===== src/rtl/ps2_mouse_packet_assembler.sv =====
// rtl/ps2_mouse_packet_assembler.sv - frames 3-byte PS/2 mouse packets and tracks a clamped cursor
module ps2_mouse_packet_assembler #(
    parameter int TIMEOUT_CYCLES = 100000,
    parameter int POS_W          = 10,
    parameter int X_MAX          = 639,
    parameter int Y_MAX          = 479
) (
    input  logic             CLK,
    input  logic             RST,
    input  logic [7:0]       rx_data,
    input  logic             rx_done,
    input  logic             stream_en,
    output logic             pkt_valid,
    output logic             btn_l,
    output logic             btn_r,
    output logic             btn_m,
    output logic [8:0]       dx,
    output logic [8:0]       dy,
    output logic             x_ovf,
    output logic             y_ovf,
    output logic [POS_W-1:0] pos_x,
    output logic [POS_W-1:0] pos_y,
    output logic             sync_err,
    output logic             busy
);

    localparam int TW = $clog2(TIMEOUT_CYCLES + 1);
    localparam int PW = POS_W + 2;
    localparam logic [TW-1:0]        T_LAST  = TW'(TIMEOUT_CYCLES);
    localparam logic signed [PW-1:0] X_MAX_S = PW'(X_MAX);
    localparam logic signed [PW-1:0] Y_MAX_S = PW'(Y_MAX);
    localparam logic [POS_W-1:0]     X_CTR   = POS_W'((X_MAX + 1) / 2);
    localparam logic [POS_W-1:0]     Y_CTR   = POS_W'((Y_MAX + 1) / 2);

    typedef enum logic [1:0] {S_B0, S_B1, S_B2} state_t;

    state_t            state_q, state_d;
    logic [TW-1:0]     timer_q, timer_d;
    logic [7:0]        byte0_q, byte0_d;
    logic [7:0]        byte1_q, byte1_d;
    logic              pkt_valid_q, pkt_valid_d;
    logic              sync_err_q, sync_err_d;
    logic [2:0]        btn_q, btn_d;
    logic [8:0]        dx_q, dx_d;
    logic [8:0]        dy_q, dy_d;
    logic              x_ovf_q, x_ovf_d;
    logic              y_ovf_q, y_ovf_d;
    logic [POS_W-1:0]  pos_x_q, pos_x_d;
    logic [POS_W-1:0]  pos_y_q, pos_y_d;

    logic [8:0]            dx_new, dy_new;
    logic signed [PW-1:0]  dx_ext, dy_ext, nx, ny;
    logic [POS_W-1:0]      nx_clamp, ny_clamp;

    // Candidate packet fields, valid only while byte2 is being accepted.
    always_comb begin
        dx_new = {byte0_q[4], byte1_q};
        dy_new = {byte0_q[5], rx_data};
        dx_ext = byte0_q[6] ? '0 : {{(PW-9){dx_new[8]}}, dx_new};
        dy_ext = byte0_q[7] ? '0 : {{(PW-9){dy_new[8]}}, dy_new};
        nx     = $signed({2'b00, pos_x_q}) + dx_ext;
        ny     = $signed({2'b00, pos_y_q}) - dy_ext;
        if (nx[PW-1])
            nx_clamp = '0;
        else if (nx > X_MAX_S)
            nx_clamp = X_MAX_S[POS_W-1:0];
        else
            nx_clamp = nx[POS_W-1:0];
        if (ny[PW-1])
            ny_clamp = '0;
        else if (ny > Y_MAX_S)
            ny_clamp = Y_MAX_S[POS_W-1:0];
        else
            ny_clamp = ny[POS_W-1:0];
    end

    always_comb begin
        state_d     = state_q;
        timer_d     = timer_q;
        byte0_d     = byte0_q;
        byte1_d     = byte1_q;
        pkt_valid_d = 1'b0;
        sync_err_d  = 1'b0;
        btn_d       = btn_q;
        dx_d        = dx_q;
        dy_d        = dy_q;
        x_ovf_d     = x_ovf_q;
        y_ovf_d     = y_ovf_q;
        pos_x_d     = pos_x_q;
        pos_y_d     = pos_y_q;
        if (!stream_en) begin
            state_d = S_B0;
            timer_d = '0;
        end else begin
            case (state_q)
                S_B0: begin
                    timer_d = '0;
                    if (rx_done) begin
                        if (rx_data[3]) begin
                            byte0_d = rx_data;
                            state_d = S_B1;
                        end else begin
                            sync_err_d = 1'b1;
                        end
                    end
                end
                S_B1, S_B2: begin
                    // An arriving byte beats a timeout expiring in the same cycle.
                    if (rx_done) begin
                        timer_d = '0;
                        if (state_q == S_B1) begin
                            byte1_d = rx_data;
                            state_d = S_B2;
                        end else begin
                            state_d     = S_B0;
                            pkt_valid_d = 1'b1;
                            btn_d       = byte0_q[2:0];
                            dx_d        = dx_new;
                            dy_d        = dy_new;
                            x_ovf_d     = byte0_q[6];
                            y_ovf_d     = byte0_q[7];
                            pos_x_d     = nx_clamp;
                            pos_y_d     = ny_clamp;
                        end
                    end else if (timer_q == T_LAST) begin
                        state_d    = S_B0;
                        timer_d    = '0;
                        sync_err_d = 1'b1;
                    end else begin
                        timer_d = timer_q + 1'b1;
                    end
                end
                default: begin
                    state_d = S_B0;
                    timer_d = '0;
                end
            endcase
        end
    end

    always_ff @(posedge CLK or negedge RST) begin
        if (!RST) begin
            state_q     <= S_B0;
            timer_q     <= '0;
            byte0_q     <= '0;
            byte1_q     <= '0;
            pkt_valid_q <= 1'b0;
            sync_err_q  <= 1'b0;
            btn_q       <= '0;
            dx_q        <= '0;
            dy_q        <= '0;
            x_ovf_q     <= 1'b0;
            y_ovf_q     <= 1'b0;
            pos_x_q     <= X_CTR;
            pos_y_q     <= Y_CTR;
        end else begin
            state_q     <= state_d;
            timer_q     <= timer_d;
            byte0_q     <= byte0_d;
            byte1_q     <= byte1_d;
            pkt_valid_q <= pkt_valid_d;
            sync_err_q  <= sync_err_d;
            btn_q       <= btn_d;
            dx_q        <= dx_d;
            dy_q        <= dy_d;
            x_ovf_q     <= x_ovf_d;
            y_ovf_q     <= y_ovf_d;
            pos_x_q     <= pos_x_d;
            pos_y_q     <= pos_y_d;
        end
    end

    assign pkt_valid = pkt_valid_q;
    assign sync_err  = sync_err_q;
    assign btn_l     = btn_q[0];
    assign btn_r     = btn_q[1];
    assign btn_m     = btn_q[2];
    assign dx        = dx_q;
    assign dy        = dy_q;
    assign x_ovf     = x_ovf_q;
    assign y_ovf     = y_ovf_q;
    assign pos_x     = pos_x_q;
    assign pos_y     = pos_y_q;
    assign busy      = (state_q != S_B0);

endmodule


===== config.mk =====
export PLATFORM = sky130hd
export DESIGN_NAME = ps2_mouse_packet_assembler
export DESIGN_NICKNAME = d
export VERILOG_FILES = /design/src/rtl/ps2_mouse_packet_assembler.sv
export SDC_FILE = /design/constraint.sdc
export NUM_CORES = 1
export LEC_CHECK = 0
export BUFFER_PORTS_ARGS = -buffer_cell sky130_fd_sc_hd__buf_2
export CAP_MARGIN = 30
export CORE_ASPECT_RATIO = 1.5
export CORE_UTILIZATION = 46
export CTS_CLUSTER_DIAMETER = 80
export CTS_CLUSTER_SIZE = 10
export DETAILED_ROUTE_END_ITERATION = 6
export PLACE_DENSITY = 0.66
export SLEW_MARGIN = 20
export SYNTH_ARGS = -nofsm -noshare
export SYNTH_HDL_FRONTEND = slang
export SYNTH_SLANG_ARGS = --single-unit

===== constraint.sdc =====
create_clock -name CLK -period 6.4 [get_ports CLK]
set_clock_uncertainty 0.1 [all_clocks]
set_input_delay 0 -clock CLK [delete_from_list [all_inputs] [get_ports CLK]]
set_output_delay 0 -clock CLK [all_outputs]
set_load 0.05 [all_outputs]

* Word level (Yosys, flattened, before mapping) *
Index checks and enable logic that the tools add are counted.

word-level totals
  output and inout bits = 46
  word-level logic and storage cells = 59
  register bits = 80
  bits of input ports = 12

operators by class
  add/subtract/negate cells = 3
  equality and inequality tests = 6
  reductions and logical operators = 7
  $lt $le $gt $ge = 2
  bitwise operators = 1
  muxes and demuxes = 27

operator list
  kind                   count
  $mux 17                4
  $mux 10                4
  $mux 12                2
  $add 17x1->17 const B  1
  $eq 17x17->1 const B   1
  $add 11x12->12         1
  $gt 12x10->1 const B   1
  $gt 12x11->1 const B   1
  $mux 2                 6
  $reduce_and 4->1       3
  $sub 11x12->12         1
  $mux 1                 9
  $ne 3x3->1 const B     2
  $ne 4x4->1 const B     1
  $pmux 2 s2             1
  $reduce_and 3->1       1
  $eq 2x1->1 const B     1
  $eq 2x2->1 const B     1
  $logic_not 2->1        1
  $pmux 1 s2             1
  $reduce_bool 2->1      1
  $reduce_or 2->1        1
  $not 1->1              1

* Longest topological paths before layout *
  depth after elaboration = 5
  gate-level depth with buffers = 12
  gate-level depth less buffers = 11

* Least setup slack after synthesis *
OpenSTA, ideal clock, no wires.

  path type = register to register
  start point = reg pos_y_q[0] (netlist: pos_y[0])
  end point = reg pos_y_q[5] (netlist: pos_y[5])
  library setup time = 0.061 ns
  path buffers = 0
  cell stages (with the launch flop) = 12
  data required time = 6.239 ns
  arrival time = 2.833 ns
  clock period less this slack = 2.994 ns
  setup slack = 3.406 ns
  path through = dfrtp_1 inv_1 ha_1 inv_1 fa_1 a21oi_1 o221a_1 o221ai_1 a211o_1 a2111oi_4 o21a_4 a32o_2

on the way
  word-level cells in the longest chain between the ends = 4

RTL lines
  what                    RTL line  text
  start, declared         49        logic [POS_W-1:0] pos_y_q, pos_y_d;
  start signal, assigned  169       pos_y_q <= pos_y_d;
  $sub 11x12->12 *        62        ny = $signed({2'b00, pos_y_q}) - dy_ext;
  $gt 12x10->1            71        else if (ny > Y_MAX_S)
  $mux 10                 71
  $mux 10 *               69        if (ny[PW-1])

Mark *: on every way between the ends. The rest lies on a longest branch, timed or not.
A chain may end at the register's enable or synchronous reset.

* Worst setup path after layout *
  start point = reg byte0_q[6]
  end point = reg pos_x_q[2] (netlist: pos_x[2])

on the way
  word-level cells in the longest chain between the ends = 5

RTL lines
  what                    RTL line  text
  start, declared         39        logic [7:0] byte0_q, byte0_d;
  start signal, assigned  159       byte0_q <= byte0_d;
  $mux 12 *               59        dx_ext = byte0_q[6] ? '0 : {{(PW-9){dx_new[8]}}, dx_new};
  $add 11x12->12 *        61        nx = $signed({2'b00, pos_x_q}) + dx_ext;
  $gt 12x11->1            65        else if (nx > X_MAX_S)
  $mux 10                 65
  $mux 10 *               63        if (nx[PW-1])
  end signal, assigned    168       pos_x_q <= pos_x_d;
  end, declared           48        logic [POS_W-1:0] pos_x_q, pos_x_d;

Marks and branches as above.

==> results.yml <==
drt:
  final_antenna_net_count: 0
  first_pass_iters: 6
  vias: 3572
  vias_per_cell: 5.45
  wire_per_inst_um: 15.9
  first_iter_violations: 202
  routed_wl_mm: 10.4
  drc_errors: 0
critical_path:
  required_ns: 6.52
  cp-endpoint: "pos_x[2]$_DFFE_PN0P_"
  r2r-start: "byte0_q[6]$_DFFE_PN0P_"
  cp-startpoint: "byte0_q[6]$_DFFE_PN0P_"
  r2r-end: "pos_x[2]$_DFFE_PN0P_"
  endpoint_kind: "flip-flop"
  reg2reg_slack_ns: 2.87
  crit_path_start_kind: "flip-flop"
  rr_worst_depth: 9
  arrival_ns: 3.64
  path_class: "flip-flop to flip-flop"
  cp_max_fo: 13
synthesis:
  syn-num-nets: 511
  synthArstFlopShare_pct: 100
  synthTopCellsByCount: "nand2_1 (97), dfrtp_1 (73), ha_1 (29), nor2_1 (29), inv_1 (24)"
  yosysTopAreaCell: "dfrtp_1"
  yosysWarnings: 0
  synth.area.top_cells: "dfrtp_1 (40%), nand2_1 (8.0%), ha_1 (8.0%)"
  yosysUniqueCellTypes: 57
  synth_top_area_share_pct: 40.2
  synth_seq_area_share_pct: 43.7
  avgSynthCellArea_um2: 9.70
  synthesis.area_mm2: 0.00454
  ys_ff_latch: 79
  synth_edf_count: 0
  yosysMostFrequentCell: "nand2_1"
  synth_cells: 468
  synth_ff_type: "dfrtp_1"
placed_design:
  gp_congestion: 0.832
  dp_hpwl_mm: 7.68
  io_buffers: 57
  post_dp_cell_area_mm2: 0.00496
global_route:
  grtUsageTotal_pct: 21.3
  grt_pass1_wl_mm: 17.1
  grt.overflow.total: 0
  grt_pass1_vias: 3518
  antenna_found_initial: 0
  grt_max_degree: 49
die:
  rows: 44
  initial_core_util_pct: 47.1
  fp.dieW_um: 83.1
  core_area_mm2: 0.00963
  die-area_mm2: 0.0103
  io_pins: 58
  die_height_um: 124
layout:
  areaGrowthSynthToFinish_pct: 18.9
  n_fill_cell: 862
  multiInputGateArea_mm2: 0.00241
  drive_gt1_share_pct: 19.3
  finalInstanceArea_mm2: 0.00540
  utilization_pct: 56.0
  nets: 578
  diodes: 0
  seq_area_mm2: 0.00198
sta:
  period_minus_slack_ns: 3.53
  hold_violations: 0
  max_freq_mhz: 284
  maxSlewHeadroom_pct: 42.9
  worst_pin_slew_ns: 0.855
  drv_slew: 0
  setup_violations: 0
  rsz0062_at_grt: "no"
  tns_ns: 0
  finalCritPeriodShare_pct: 55.1
clock_network:
  clkTransAtPathRegs_ns: 0.06
  cts_tree: "built"
  cts_buffers: 9
  clk_latency_ns: 0.34
  clockBufferDepth: 2
  cts_root_buf: "clkbuf_16"
  cts.sink_count: 79
  ctsHtreeMaxLevel: 3
  cts.repair.resized: 0
outcome:
  status: "complete, no violations"
min_path:
  hold_class: "primary input to async pin"
run:
  maxCapViolCount: 0
power:
  vdd_drop_max_v: 0.000290
  leakagePower_nw: 2.64
  power.density_mw_per_mm2: 520
  power.total_mw: 2.81
-- through the flow --
step / hold WS, ns / setup slack (ns) / std cells
floorplan: -0.396 / 3.41 / 468
global placement: 0.125 / 3.06 / 627
detailed placement: -0.115 / 2.91 / 628
finish: 0.0550 / 2.87 / 655
CTS: 0.0607 / 2.92 / 655
global route: 0.0919 / 2.65 / 655
-- worst max-delay path: stages (launching register included) --
cell and delay (ns):
dfrtp_1 0.48, nor2b_1 0.71, ha_1 0.43, a21oi_1 0.22
inv_1 0.09, a41oi_4 0.30, mux2i_1 0.22, o211ai_1 0.30
a21boi_4 0.27, a221o_1 0.28
-- layout by cell type (no fill, tap or decap), drive strengths merged, types with 3 or more instances in the layout --
cell	instances
inv	24
a21o	4
xor2	15
a21oi	9
a221o	6
dfrtp	73
nand4	4
buf	60
o21ai	11
nand4b	3
dfstp	6
a31oi	3
nand2b	12
mux2	14
o221ai	3
nor3	5
a22oi	7
and3	6
nor2	29
xnor2	17
ha	29
o211ai	7
nand3	13
nand2	97
clkbuf	11
nor2b	15
o21a	7
dlygate4sd3	11
-- metal layers --
layer  global-route usage [%]  wire [um]  vias to the layer above
li1                         -          -                     1748
met1                     23.4       4270                     1754
met2                     40.5       5700                       52
met3                     3.05        237                       18
met4                     9.70        241                        0
met5                        0          0                        -
-- sequential cells by signal, indices dropped and copies added (netlist names) --
name       cells
y_ovf          1
pos_x         10
dx             9
byte1_q        8
sync_err       1
dy             9
x_ovf          1
btn_q          3
pos_y         10
timer_q       17
pkt_valid      1
state_q        2
byte0_q        7
-- cell families (layout without fill, tap and decap cells) --
kind of cell    count (synthesis)  after routing  synth area share [%]
mux                            16             16                  3.91
flops                          79             79                  43.7
xor+xnor                       32             32                  6.17
fa+ha+maj                      31             31                  8.88
buf+inv                        39            111                  3.25
simple gates                  197            197                  20.3
compound gates                 74             74                  13.8
-- repair_timing --
action | CTS | global route
endpoints found under the hold margin | 100 | 0
buffers inserted | 0 | 0
hold buffers | 11 | 0
-- power by group --
part	internal, mW	total, mW	switching [mW]
Clock	0.362	0.568	0.206
Combinational	0.482	1.45	0.971
Sequential	0.661	0.788	0.127
-- worst min path at each step --
stage                                       to  from  slack (ns)  cells after the start
after CTS                    dx[2]$_DFFE_PN0P_   RST        0.06                      2
after global placement       dx[3]$_DFFE_PN0P_   RST        0.13                      1
after detailed placement  timer_q[3]$_DFF_PN0_   RST       -0.12                      1
final                        dx[0]$_DFFE_PN0P_   RST        0.06                      2
after global routing      timer_q[9]$_DFF_PN0_   RST        0.09                      2
after floorplan           btn_q[0]$_DFFE_PN0P_   RST       -0.40                      0
-- layout make-up --
class | instances | area share (%)
multi-input cells | 350 | 44.6
flip-flops and latches | 79 | 36.8
repair buffers | 71 | 8.16
clock buffers | 11 | 4.68
well taps | 115 | 2.67
inverters | 24 | 1.67
clock inverters | 5 | 1.48
No activity file was read; power rests on OpenSTA's default activity.
